[src/rtl/sipo_rx.sv]
`default_nettype none
// ============================================================================
//  Module   : sipo_rx
//  Purpose  : Serial-in, parallel-out deserializer. Collects a qualified,
//             LSB-first serial stream delimited by a start-of-frame marker
//             into WIDTH-bit words. Each word is presented through a
//             one-entry valid/ready holding register. Framing aborts and
//             dropped words are reported.
//  Ports    : clk         - system clock, rising edge
//             rst         - asynchronous reset, active low
//             sin         - serial data bit
//             sin_valid   - qualifies sin (and sof)
//             sof         - start of frame, marks sin as bit 0
//             data_out    - assembled word, LSB = first received bit
//             out_valid   - data_out holds an unconsumed word
//             out_ready   - consumer accepts when out_valid & out_ready
//             busy        - frame in progress
//             frame_err   - one-cycle pulse, frame aborted by a new sof
//             overrun     - sticky, a completed word was dropped
//             clr_ovr     - synchronous clear of overrun
//             parity_err  - parity status of data_out
//  Options  : SIPO_RX_PARITY_EN - adds a trailing even-parity bit per frame
//             and drives parity_err; when undefined parity_err is 0.
//  Revision : 1.0 - initial release
// ============================================================================
module sipo_rx #(
   parameter int WIDTH = 8
) (
   input  logic             clk,
   input  logic             rst,
   input  logic             sin,
   input  logic             sin_valid,
   input  logic             sof,
   output logic [WIDTH-1:0] data_out,
   output logic             out_valid,
   input  logic             out_ready,
   output logic             busy,
   output logic             frame_err,
   output logic             overrun,
   input  logic             clr_ovr,
   output logic             parity_err
);

   localparam int            CW       = $clog2(WIDTH);
   localparam logic [CW-1:0] LAST_IDX = CW'(WIDTH - 1);

`ifdef SIPO_RX_PARITY_EN
   typedef enum logic [1:0] {
      ST_IDLE   = 2'd0,
      ST_SHIFT  = 2'd1,
      ST_PARITY = 2'd2
   } state_t;
`else
   typedef enum logic [1:0] {
      ST_IDLE   = 2'd0,
      ST_SHIFT  = 2'd1
   } state_t;
`endif

   state_t           state_q, state_d;
   logic [CW-1:0]    count_q, count_d;
   logic [WIDTH-1:0] shift_q, shift_d;
   logic [WIDTH-1:0] data_q,  data_d;
   logic             valid_q, valid_d;
   logic             ferr_q,  ferr_d;
   logic             ovr_q,   ovr_d;

   // Completion strobe and the finished word, valid in the completion cycle
   logic             w_done;
   logic [WIDTH-1:0] w_word;
   logic             w_ovr_set;
`ifdef SIPO_RX_PARITY_EN
   logic             perr_q, perr_d;
   logic             w_perr;
`endif

   // ------------------------------------------------------------------------
   // Frame assembly
   // ------------------------------------------------------------------------
   always_comb begin
      state_d = state_q;
      count_d = count_q;
      shift_d = shift_q;
      ferr_d  = 1'b0;
      w_done  = 1'b0;
      w_word  = shift_q;
`ifdef SIPO_RX_PARITY_EN
      w_perr  = 1'b0;
`endif
      if (sin_valid) begin
         if (sof) begin
            // A sof outside IDLE throws away the partial word
            ferr_d  = (state_q != ST_IDLE);
            state_d = ST_SHIFT;
            count_d = CW'(1);
            shift_d = {{(WIDTH-1){1'b0}}, sin};
         end else begin
            case (state_q)
               ST_SHIFT: begin
                  shift_d[count_q] = sin;
                  if (count_q == LAST_IDX) begin
                     count_d = '0;
`ifdef SIPO_RX_PARITY_EN
                     state_d = ST_PARITY;
`else
                     // Word leaves straight from the bypass so the output
                     // register loads on this same edge
                     state_d = ST_IDLE;
                     w_done  = 1'b1;
                     w_word  = {sin, shift_q[WIDTH-2:0]};
`endif
                  end else begin
                     count_d = count_q + CW'(1);
                  end
               end
`ifdef SIPO_RX_PARITY_EN
               ST_PARITY: begin
                  state_d = ST_IDLE;
                  w_done  = 1'b1;
                  w_word  = shift_q;
                  // Even parity: data bits plus parity bit must XOR to 0
                  w_perr  = ^{shift_q, sin};
               end
`endif
               default: begin
                  // IDLE: data without sof is ignored
               end
            endcase
         end
      end
   end

   // ------------------------------------------------------------------------
   // Output holding register and overrun tracking
   // ------------------------------------------------------------------------
   always_comb begin
      data_d    = data_q;
      valid_d   = valid_q;
`ifdef SIPO_RX_PARITY_EN
      perr_d    = perr_q;
`endif
      w_ovr_set = w_done & valid_q & ~out_ready;
      // A register being freed this cycle can take the new word gap-free
      if (w_done && (!valid_q || out_ready)) begin
         data_d  = w_word;
         valid_d = 1'b1;
`ifdef SIPO_RX_PARITY_EN
         perr_d  = w_perr;
`endif
      end else if (valid_q && out_ready) begin
         valid_d = 1'b0;
      end
      // Set has priority over a simultaneous clear
      ovr_d = w_ovr_set | (ovr_q & ~clr_ovr);
   end

   always_ff @(posedge clk or negedge rst) begin
      if (!rst) begin
         state_q <= ST_IDLE;
         count_q <= '0;
         shift_q <= '0;
         data_q  <= '0;
         valid_q <= 1'b0;
         ferr_q  <= 1'b0;
         ovr_q   <= 1'b0;
`ifdef SIPO_RX_PARITY_EN
         perr_q  <= 1'b0;
`endif
      end else begin
         state_q <= state_d;
         count_q <= count_d;
         shift_q <= shift_d;
         data_q  <= data_d;
         valid_q <= valid_d;
         ferr_q  <= ferr_d;
         ovr_q   <= ovr_d;
`ifdef SIPO_RX_PARITY_EN
         perr_q  <= perr_d;
`endif
      end
   end

   assign data_out   = data_q;
   assign out_valid  = valid_q;
   assign busy       = (state_q != ST_IDLE);
   assign frame_err  = ferr_q;
   assign overrun    = ovr_q;
`ifdef SIPO_RX_PARITY_EN
   assign parity_err = perr_q;
`else
   assign parity_err = 1'b0;
`endif

endmodule
`default_nettype wire
[config.mk]
export PLATFORM = sky130hd
export DESIGN_NAME = sipo_rx
export DESIGN_NICKNAME = d
export VERILOG_FILES = /design/src/rtl/sipo_rx.sv
export SDC_FILE = /design/constraint.sdc
export NUM_CORES = 1
export LEC_CHECK = 0
export BUFFER_PORTS_ARGS = -buffer_cell sky130_fd_sc_hd__buf_2
export CAP_MARGIN = 20
export CORE_ASPECT_RATIO = 1.2
export CORE_MARGIN = 2
export CORE_UTILIZATION = 56
export CTS_BUF_LIST = sky130_fd_sc_hd__clkbuf_16
export CTS_CLUSTER_SIZE = 25
export DETAILED_ROUTE_END_ITERATION = 6
export PLACE_DENSITY = 0.91
export SYNTH_ARGS = -nofsm -noshare
export SYNTH_HDL_FRONTEND = slang
export SYNTH_SLANG_ARGS = --single-unit
[constraint.sdc]
create_clock -name clk -period 3.2 [get_ports clk]
set_input_delay 0.64 -clock clk [delete_from_list [all_inputs] [get_ports clk]]
set_output_delay 0.64 -clock clk [all_outputs]
set_load 0.01 [all_outputs]
==> metrics.log, run 1 <==
[metrics] Fmax: 493 MHz
[metrics] combinational cell fraction of total power: 0.175
[metrics] Total Power Consumption: 748 uW
[metrics] number of clock sinks: 22
[metrics] number of hold-repair buffers added at the cts stage: 0
[metrics] fin crit share: 0.634
[metrics] Power Density: 646 mW/mm^2
[metrics] net load switching power: 200 uW
[metrics] Die H: 50.1 um
[metrics] detailed-route via count: 644
[metrics] most common library cell in the layout ignoring fill and taps: sky130_fd_sc_hd__dfrtp_1
[metrics] largest clock skew in the final design: 0.00140 ns
[metrics] # nets final: 103
[metrics] setup violators final: 0
[metrics] DP Worst Slack: 1.19 ns
[metrics] drt pass-1 iters: 2
[metrics] number of maximum-capacitance constraint violations: 0
[metrics] actual transition at the worst max-transition pin: 0.571 ns
[metrics] Clock Tree Root: sky130_fd_sc_hd__clkbuf_16
[metrics] count of routing violations after the opening detailed-route iteration: 3
[metrics] proportion of power drawn by flip-flops and latches: 0.482
[metrics] post-synthesis instance area: 993 sq um
[metrics] launching element type of the critical path: flop
[metrics] number of vias per cell: 5.80
[metrics] data required time at the worst endpoint: 3.34 ns
[metrics] diodes inserted: 0
[metrics] final hold violation count: 0
[metrics] worst skew pair latency: 0.25 ns
[metrics] worst setup path category: flop to flop
[metrics] Total Die Area: 0.00213 sq mm
[metrics] GRT Overall Usage: 0.200
[metrics] shortest clock period the worst path allows after layout: 2.03 ns
[metrics] number of antenna violations at the first check in global routing: 0
[metrics] max_slew headroom: 0.617
[metrics] Die Width: 42.5 um
[metrics] post-CTS setup buffer count: 0
[metrics] number of placed I/O pins: 20
[metrics] number of global-route vias before repair: 714
[metrics] num rows: 16
[metrics] post-detailed-routing wire length: 1.75 mm
[metrics] number of buffers on the longest clock path: 2
[metrics] maximum number of pins on one net before global-route repair: 23
[metrics] number of distinct standard cells referenced by the synthesized netlist: 25
[metrics] Critical Path End Type: flop
[metrics] highest-count cells in the layout ignoring fill and taps: sky130_fd_sc_hd__dfrtp_1, sky130_fd_sc_hd__buf_2, sky130_fd_sc_hd__mux2_4
[metrics] status: completed
[metrics] Arrival @ worst endpoint: 2.17 ns
[metrics] clock tree from TritonCTS: done
[metrics] WL per Instance: 15.8 um
[metrics] number of cells in the design after placement: 107
[metrics] area grow syn2layout: 16.6%
[metrics] Total Negative Setup Slacks: 0 ns
[metrics] Clock Pin Slew Worst Setup and Hold Paths: 0.05 ns
[metrics] GRT Residual Overflow: 0
[metrics] CTS resizes: 0
[metrics] post-synthesis average cell area: 13.4 sq um
[metrics] peak supply drop: 377 uV
[metrics] Synth Net Count: 83
[metrics] total of fill cells in the finished design: 121
[metrics] largest fanout of any net on the critical path: 8
[metrics] final standard cell count with taps included and fillers excluded: 111
[metrics] global-route wire length before repair: 3.19 mm
[metrics] synth warn: 0
[metrics] effective utilization at floorplan: 0.605
[metrics] area of the core region: 0.00164 sq mm
[metrics] Yosys reg bits: 22
[metrics] Slew Viols, Final: 0
[metrics] fraction of layout cells with a size suffix above 1: 0.366
[metrics] DRC viols: 0
[metrics] setup repair after global routing missed its margin: no
[metrics] classification of the worst-slack hold path: input pin to async pin
[metrics] final RePlAce weighted congestion: 0.806
[metrics] sequential area share after synthesis: 0.554
[metrics] number of buffers inserted by port buffering: 18
[metrics] share of total power in the clock network: 0.343
[metrics] leakage power total: 0.000574 uW
[metrics] synthesized netlist cell count: 74
[metrics] switching power share of the total: 0.268
[metrics] post-route setup slack: 1.17 ns
[metrics] remaining number of nets flagged by the antenna check after routing: 0
[metrics] CTS H-Tree Depth: 1
[metrics] HPWL reported at the end of detailed placement: 1.26 mm
[metrics] CTS Buf Count: 3
[metrics] Internal Dissipation: 548 uW
## state kept, by name, summed over array words and instances, names as in the netlist
signal	flops
overrun	1
shift_q	7
count_q	3
frame_err	1
state_q	1
data_out	8
out_valid	1
## power by group through the flow
stage | logic (uW) | registers, uW | clock network [uW]
finish | 131 | 360 | 257
CTS | 133 | 360 | 261
global route | 148 | 367 | 274
detailed placement | 131 | 363 | 0
floorplan | 88.0 | 361 | 0
global placement | 124 | 361 | 0
## metrics by stage
stage | area, sq um | hold WS [ns] | utilization
2_1_floorplan | 993 | 0.344 | -
3_3_place_gp | 1080 | 0.475 | 0.658
3_5_place_dp | 1080 | 0.484 | 0.658
4_1_cts | 1160 | 0.353 | 0.706
5_1_grt | 1160 | 0.373 | 0.706
6_report | 1160 | 0.339 | 0.706
## path summary, 6_finish.rpt
path / start / to / slack (ns) / depth (start not counted)
min in group clk: shift_q[4] / data_out[4] / 0.51 / 1
hold reg to reg: shift_q[4] / data_out[4] / 0.51 / 1
max in group asynchronous: rst / data_out[4] / 2.54 / 1
hold / removal: rst / data_out[5] / 0.34 / 1
setup / recovery: count_q[1] / data_out[5] / 1.17 / 5
setup reg to reg: count_q[1] / data_out[5] / 1.17 / 5
## worst max-delay path, stage by stage (launching register included)
cell and delay, ns:
sky130_fd_sc_hd__dfrtp_1 0.49, sky130_fd_sc_hd__ha_1 0.21, sky130_fd_sc_hd__ha_1 0.22, sky130_fd_sc_hd__nand4b_2 0.15, sky130_fd_sc_hd__nor2b_2 0.50, sky130_fd_sc_hd__mux2_4 0.35
## cell usage after synthesis
cell type / n / area (sq um)
sky130_fd_sc_hd__conb_1: 1 / 3.75
sky130_fd_sc_hd__buf_4: 2 / 15.0
sky130_fd_sc_hd__nand4b_2: 1 / 15.0
sky130_fd_sc_hd__o31ai_2: 1 / 12.5
sky130_fd_sc_hd__o41ai_1: 1 / 8.76
sky130_fd_sc_hd__and3_2: 1 / 7.51
sky130_fd_sc_hd__a32o_1: 1 / 10.0
sky130_fd_sc_hd__nand3b_2: 1 / 11.3
sky130_fd_sc_hd__o211ai_1: 5 / 37.5
sky130_fd_sc_hd__a22o_1: 2 / 17.5
sky130_fd_sc_hd__o21ai_0: 3 / 15.0
sky130_fd_sc_hd__ha_1: 2 / 25.0
sky130_fd_sc_hd__nand3_1: 1 / 5.00
sky130_fd_sc_hd__nor2b_2: 1 / 8.76
sky130_fd_sc_hd__nor2_1: 1 / 3.75
sky130_fd_sc_hd__o22ai_1: 1 / 6.26
sky130_fd_sc_hd__inv_1: 2 / 7.51
sky130_fd_sc_hd__nand2_1: 5 / 18.8
sky130_fd_sc_hd__nand2b_1: 4 / 25.0
sky130_fd_sc_hd__mux2_1: 1 / 11.3
sky130_fd_sc_hd__buf_6: 1 / 11.3
sky130_fd_sc_hd__dfrtp_1: 22 / 551
sky130_fd_sc_hd__mux2_4: 8 / 120
sky130_fd_sc_hd__o31ai_1: 5 / 37.5
sky130_fd_sc_hd__o311ai_1: 1 / 8.76
## logic make-up (layout without fill, tap and decap cells)
kind of cell | Yosys count | in the layout | synth area share
multiplexers | 9 | 9 | 0.132
AO/OA/AOI/OAI | 20 | 20 | 0.155
buffers and inverters | 5 | 24 | 0.0340
other | 1 | 1 | 0.00377
flip-flops | 22 | 22 | 0.554
adder cells (fa/ha/maj) | 2 | 2 | 0.0252
AND/OR/NAND/NOR | 15 | 15 | 0.0957
## layout make-up
class	instances	area, sq um	area share
inverter	2	7.51	0.00648
timing repair buffer	18	90.1	0.0778
multi-input combinational	47	409	0.353
clock buffer	3	75.1	0.0648
clock inverter	1	3.75	0.00324
tap	18	22.5	0.0194
sequential	22	551	0.475
## metal layers
metal  vias up  GRT usage  wire length (um)
li1        310          -                 -
met1       314      0.244               772
met2        15      0.338               887
met3         5     0.0216                43
met4         0      0.115                47
met5         -          0                 0
(Power assumes the default switching activity.)
==> inputs of run 2 (changes only) <==
--- a/config.mk
+++ b/config.mk
@@ -5,15 +5,16 @@
 export SDC_FILE = /design/constraint.sdc
 export NUM_CORES = 1
 export LEC_CHECK = 0
+export ABC_AREA = 1
 export BUFFER_PORTS_ARGS = -buffer_cell sky130_fd_sc_hd__buf_2
 export CAP_MARGIN = 20
 export CORE_ASPECT_RATIO = 1.2
 export CORE_MARGIN = 2
-export CORE_UTILIZATION = 56
+export CORE_UTILIZATION = 47
 export CTS_BUF_LIST = sky130_fd_sc_hd__clkbuf_16
 export CTS_CLUSTER_SIZE = 25
 export DETAILED_ROUTE_END_ITERATION = 6
-export PLACE_DENSITY = 0.91
+export PLACE_DENSITY = 0.83
 export SYNTH_ARGS = -nofsm -noshare
 export SYNTH_HDL_FRONTEND = slang
 export SYNTH_SLANG_ARGS = --single-unit
==> constraint.sdc (replaced) <==
create_clock -name clk -period 1.65 [get_ports clk]
set_input_delay 0.33 -clock clk [delete_from_list [all_inputs] [get_ports clk]]
set_output_delay 0.33 -clock clk [all_outputs]
set_load 0.01 [all_outputs]
==> run 2 against run 1 <==
Compared with the run above:
- clock power up 89%
- first-iteration DRC count rose to 4.3 times the previous value
- setup slack worse by 0.99 ns
- critical endpoint is now data_out[7]
- routed wire length up 8.8%
- worst hold slack worse by 0.31 ns
- register-to-register slack worse by 0.99 ns
- flip-flop and latch count unchanged
- die area up 18%
- final area up 1.4%
- maximum frequency up 38%
- total power up 85%
- critical path depth up 2
==> metrics.log, run 2 <==
[metrics] status: completed
[metrics] fraction of post-synthesis cell area in the top cell type by area: 0.552 (-0.00209)
[metrics] leakage power total: 0.000651 uW (+13%)
[metrics] post-detailed-routing wire length: 1.90 mm (+8.8%)
[metrics] final RePlAce weighted congestion: 0.876 (+8.6%)
[metrics] Die H: 54.5 um (+8.6%)
[metrics] reg-to-reg slack, setup: 0.18 ns (-0.99 ns)
[metrics] clock tree from TritonCTS: done
[metrics] Total Negative Setup Slacks: 0 ns (unchanged)
[metrics] Total Die Area: 0.00251 sq mm (+18%)
[metrics] peak supply drop: 597 uV (+58%)
[metrics] number of antenna violations at the first check in global routing: 0 (unchanged)
[metrics] length of routed met2 wiring: 1.04 mm (+18%)
[metrics] top flip-flop cell by instance count after synthesis: sky130_fd_sc_hd__dfrtp_1
[metrics] maximum number of pins on one net before global-route repair: 23 (unchanged)
[metrics] worst setup path category: flop to flop
[metrics] worst skew pair latency: 0.25 ns (about the same)
[metrics] Slew Viols, Final: 0 (unchanged)
[metrics] top cell type by total area after synthesis: sky130_fd_sc_hd__dfrtp_1
[metrics] Synth top cells by count: sky130_fd_sc_hd__nand2_1, sky130_fd_sc_hd__dfrtp_1, sky130_fd_sc_hd__inv_1
[metrics] final hold violation count: 0 (unchanged)
[metrics] Power Density: 1180 mW/mm^2 (+82%)
[metrics] Clock Tree Root: sky130_fd_sc_hd__clkbuf_16
[metrics] CP startpoint: count_q[0]
[metrics] post-route setup slack: 0.178 ns (-0.992 ns)
[metrics] number of clock sinks: 22 (unchanged)
[metrics] Die Width: 46.1 um (+8.5%)
[metrics] number of vias per cell: 5.20 (-10%)
[metrics] Clock Pin Slew Worst Setup and Hold Paths: 0.05 ns (about the same)
[metrics] total number of cells along the worst setup path: 7 (+2)
[metrics] post-CTS setup buffer count: 0 (unchanged)
[metrics] post-synthesis average cell area: 8.52 sq um (-37%)
[metrics] setup violators final: 0 (unchanged)
[metrics] Highest Signal Layer: met4
[metrics] number of distinct standard cells referenced by the synthesized netlist: 18 (-28%)
[metrics] number of global-route vias before repair: 797 (+12%)
[metrics] count of routing violations after the opening detailed-route iteration: 13 (+10)
[metrics] DP Worst Slack: 0.195 ns (-0.990 ns)
[metrics] fin crit share: 0.892 (+0.258)
[metrics] detailed-route via count: 811 (+26%)
[metrics] drt pass-1 iters: 4 (+2)
[metrics] Arrival @ worst endpoint: 1.60 ns (-0.57 ns)
[metrics] R2R depth: 7 (+2)
[metrics] setup repair after global routing missed its margin: no
[metrics] highest cell delay on the worst timing path: 0.46 ns (-0.04 ns)
[metrics] number of buffers inserted by port buffering: 18 (unchanged)
[metrics] Critical Path End Type: flop
[metrics] total of fill cells in the finished design: 177 (+46%)
[metrics] Fmax: 679 MHz (+38%)
[metrics] WL per Instance: 12.2 um (-23%)
[metrics] HPWL reported at the end of detailed placement: 1.44 mm (+14%)
[metrics] number of maximum-capacitance constraint violations: 0 (unchanged)
[metrics] shortest clock period the worst path allows after layout: 1.47 ns (-0.558 ns)
[metrics] num rows: 18 (+2)
[metrics] sum of routed wire segments on met1: 772 um (unchanged)
[metrics] worst path cell trace: ha_1 > ha_1 > nand2_1 > inv_1 > nand3_2 > nand2_1 > o21ai_0
[metrics] synth warn: 0 (unchanged)
[metrics] total buffers and inverters traversed by the critical path: 1 (+1)
[metrics] diodes inserted: 0 (unchanged)
[metrics] CTS H-Tree Depth: 1 (unchanged)
[metrics] effective utilization at floorplan: 0.492 (-0.113)
[metrics] remaining number of nets flagged by the antenna check after routing: 0 (unchanged)
[metrics] sequential area share after synthesis: 0.552 (-0.00209)
[metrics] highest-count cells in the layout ignoring fill and taps: sky130_fd_sc_hd__nand2_1, sky130_fd_sc_hd__dfrtp_1, sky130_fd_sc_hd__buf_2
[metrics] critical register-to-register path startpoint: count_q[0]
[metrics] synthesized netlist cell count: 117 (+58%)
[metrics] highest-delay cell along the critical path: sky130_fd_sc_hd__dfrtp_1
[metrics] Yosys reg bits: 22 (unchanged)
[metrics] GRT Residual Overflow: 0 (unchanged)
[metrics] classification of the worst-slack hold path: input pin to async pin
[metrics] largest clock skew in the final design: 0.00430 ns (+0.00290 ns)
[metrics] number of placed I/O pins: 20 (unchanged)
[metrics] DRC viols: 0 (unchanged)
[metrics] most common library cell in the layout ignoring fill and taps: sky130_fd_sc_hd__nand2_1
[metrics] family with the most delay on the worst path: flip-flops
[metrics] data required time at the worst endpoint: 1.78 ns (-1.56 ns)
[metrics] launching element type of the critical path: flop
[metrics] Worst Setup EP: data_out[7]
[metrics] area of the core region: 0.00203 sq mm (+23%)
[metrics] Synth Net Count: 126 (+52%)
[metrics] largest fanout of any net on the critical path: 10 (+2)
[metrics] most common cell in the netlist: sky130_fd_sc_hd__nand2_1
[metrics] share of flip-flops with an asynchronous set or reset after synthesis: 1.00 (unchanged)
[metrics] GRT Overall Usage: 0.174 (-0.0254)
[metrics] CTS Buf Count: 3 (unchanged)
[metrics] area grow syn2layout: 17.8%
[metrics] number of buffers on the longest clock path: 2 (unchanged)
[metrics] fraction of layout cells with a size suffix above 1: 0.213 (-0.152)
[metrics] footprint of the multi-input gates: 382 sq um (-6.7%)
[metrics] RR Endpoint: data_out[7]
[metrics] register area: 551 sq um (unchanged)
[metrics] post-synthesis instance area: 997 sq um (+0.38%)
[metrics] global-route wire length before repair: 3.17 mm (-0.85%)
[metrics] total length of routed met3 wires: 53 um (+23%)
[metrics] top area cells in the synthesized netlist: sky130_fd_sc_hd__dfrtp_1, sky130_fd_sc_hd__nand2_1, sky130_fd_sc_hd__o21ai_0
[metrics] number of flops mapped to enable cells by yosys: 0 (unchanged)
[metrics] number of flip-flops under the largest register name: 8 (unchanged)
[metrics] # nets final: 147 (+43%)
## run 2: cell type report
class                           count  share of cell area
Tap cell                           20              0.0213
Sequential cell                    22               0.469
Multi-Input combinational cell     79               0.325
Inverter                           14              0.0447
Timing Repair Buffer               18              0.0767
Clock buffer                        3              0.0639
## run 2: metrics by stage
step	instance area (sq um)	total power [uW]	std cells	utilization	hold WS (ns)
2_1_floorplan	997	809	117	-	0.0344
3_3_place_gp	1100	882	153	0.543	0.308
3_5_place_dp	1100	898	153	0.543	0.311
4_1_cts	1170	1390	156	0.580	0.0478
5_1_grt	1170	1450	156	0.580	0.0711
6_report	1170	1380	156	0.580	0.0286
## run 2: power breakdown
group          total (uW)  internal (uW)  switching (uW)
registers             658            605            52.3
logic                 238           86.4             152
clock network         487            319             168
## run 2: worst min-delay path by stage
| stage | start | end | slack (ns) | depth (start not counted) |
|---|---|---|---|---|
| finish | rst | out_valid | 0.03 | 1 |
| global route | rst | state_q[0] | 0.07 | 1 |
| CTS | rst | state_q[0] | 0.05 | 1 |
| detailed placement | rst | out_valid | 0.31 | 1 |
| global placement | rst | overrun | 0.31 | 1 |
| floorplan | rst | count_q[0] | 0.03 | 0 |
## run 2: timing repair
| action | CTS | global route |
|---|---|---|
| setup endpoints to repair | 0 | 1 |
| hold buffers | 0 | 0 |
| gates resized for setup | 0 | 1 |
## run 2: per-layer routing
metal	global-route usage	vias up
met2	0.326	21
met3	0.00990	4
met5	0	-
met4	0.0952	0
met1	0.191	382
li1	-	404
## run 2: logic make-up after synthesis
logic type	after synthesis	synth area share
and+or+nand+nor	62	0.282
adders and majority gates	2	0.0251
DFF	22	0.552
other	1	0.00376
buffers and inverters	16	0.0652
AOI/OAI and AO/OA	14	0.0715
## run 2: worst reg2reg max path: stages (launching register included)
cell                      delay [ns]
sky130_fd_sc_hd__dfrtp_1        0.46
sky130_fd_sc_hd__ha_1           0.21
sky130_fd_sc_hd__ha_1           0.18
sky130_fd_sc_hd__nand2_1        0.05
sky130_fd_sc_hd__inv_1          0.10
sky130_fd_sc_hd__nand3_2        0.18
sky130_fd_sc_hd__nand2_1        0.09
sky130_fd_sc_hd__o21ai_0        0.07
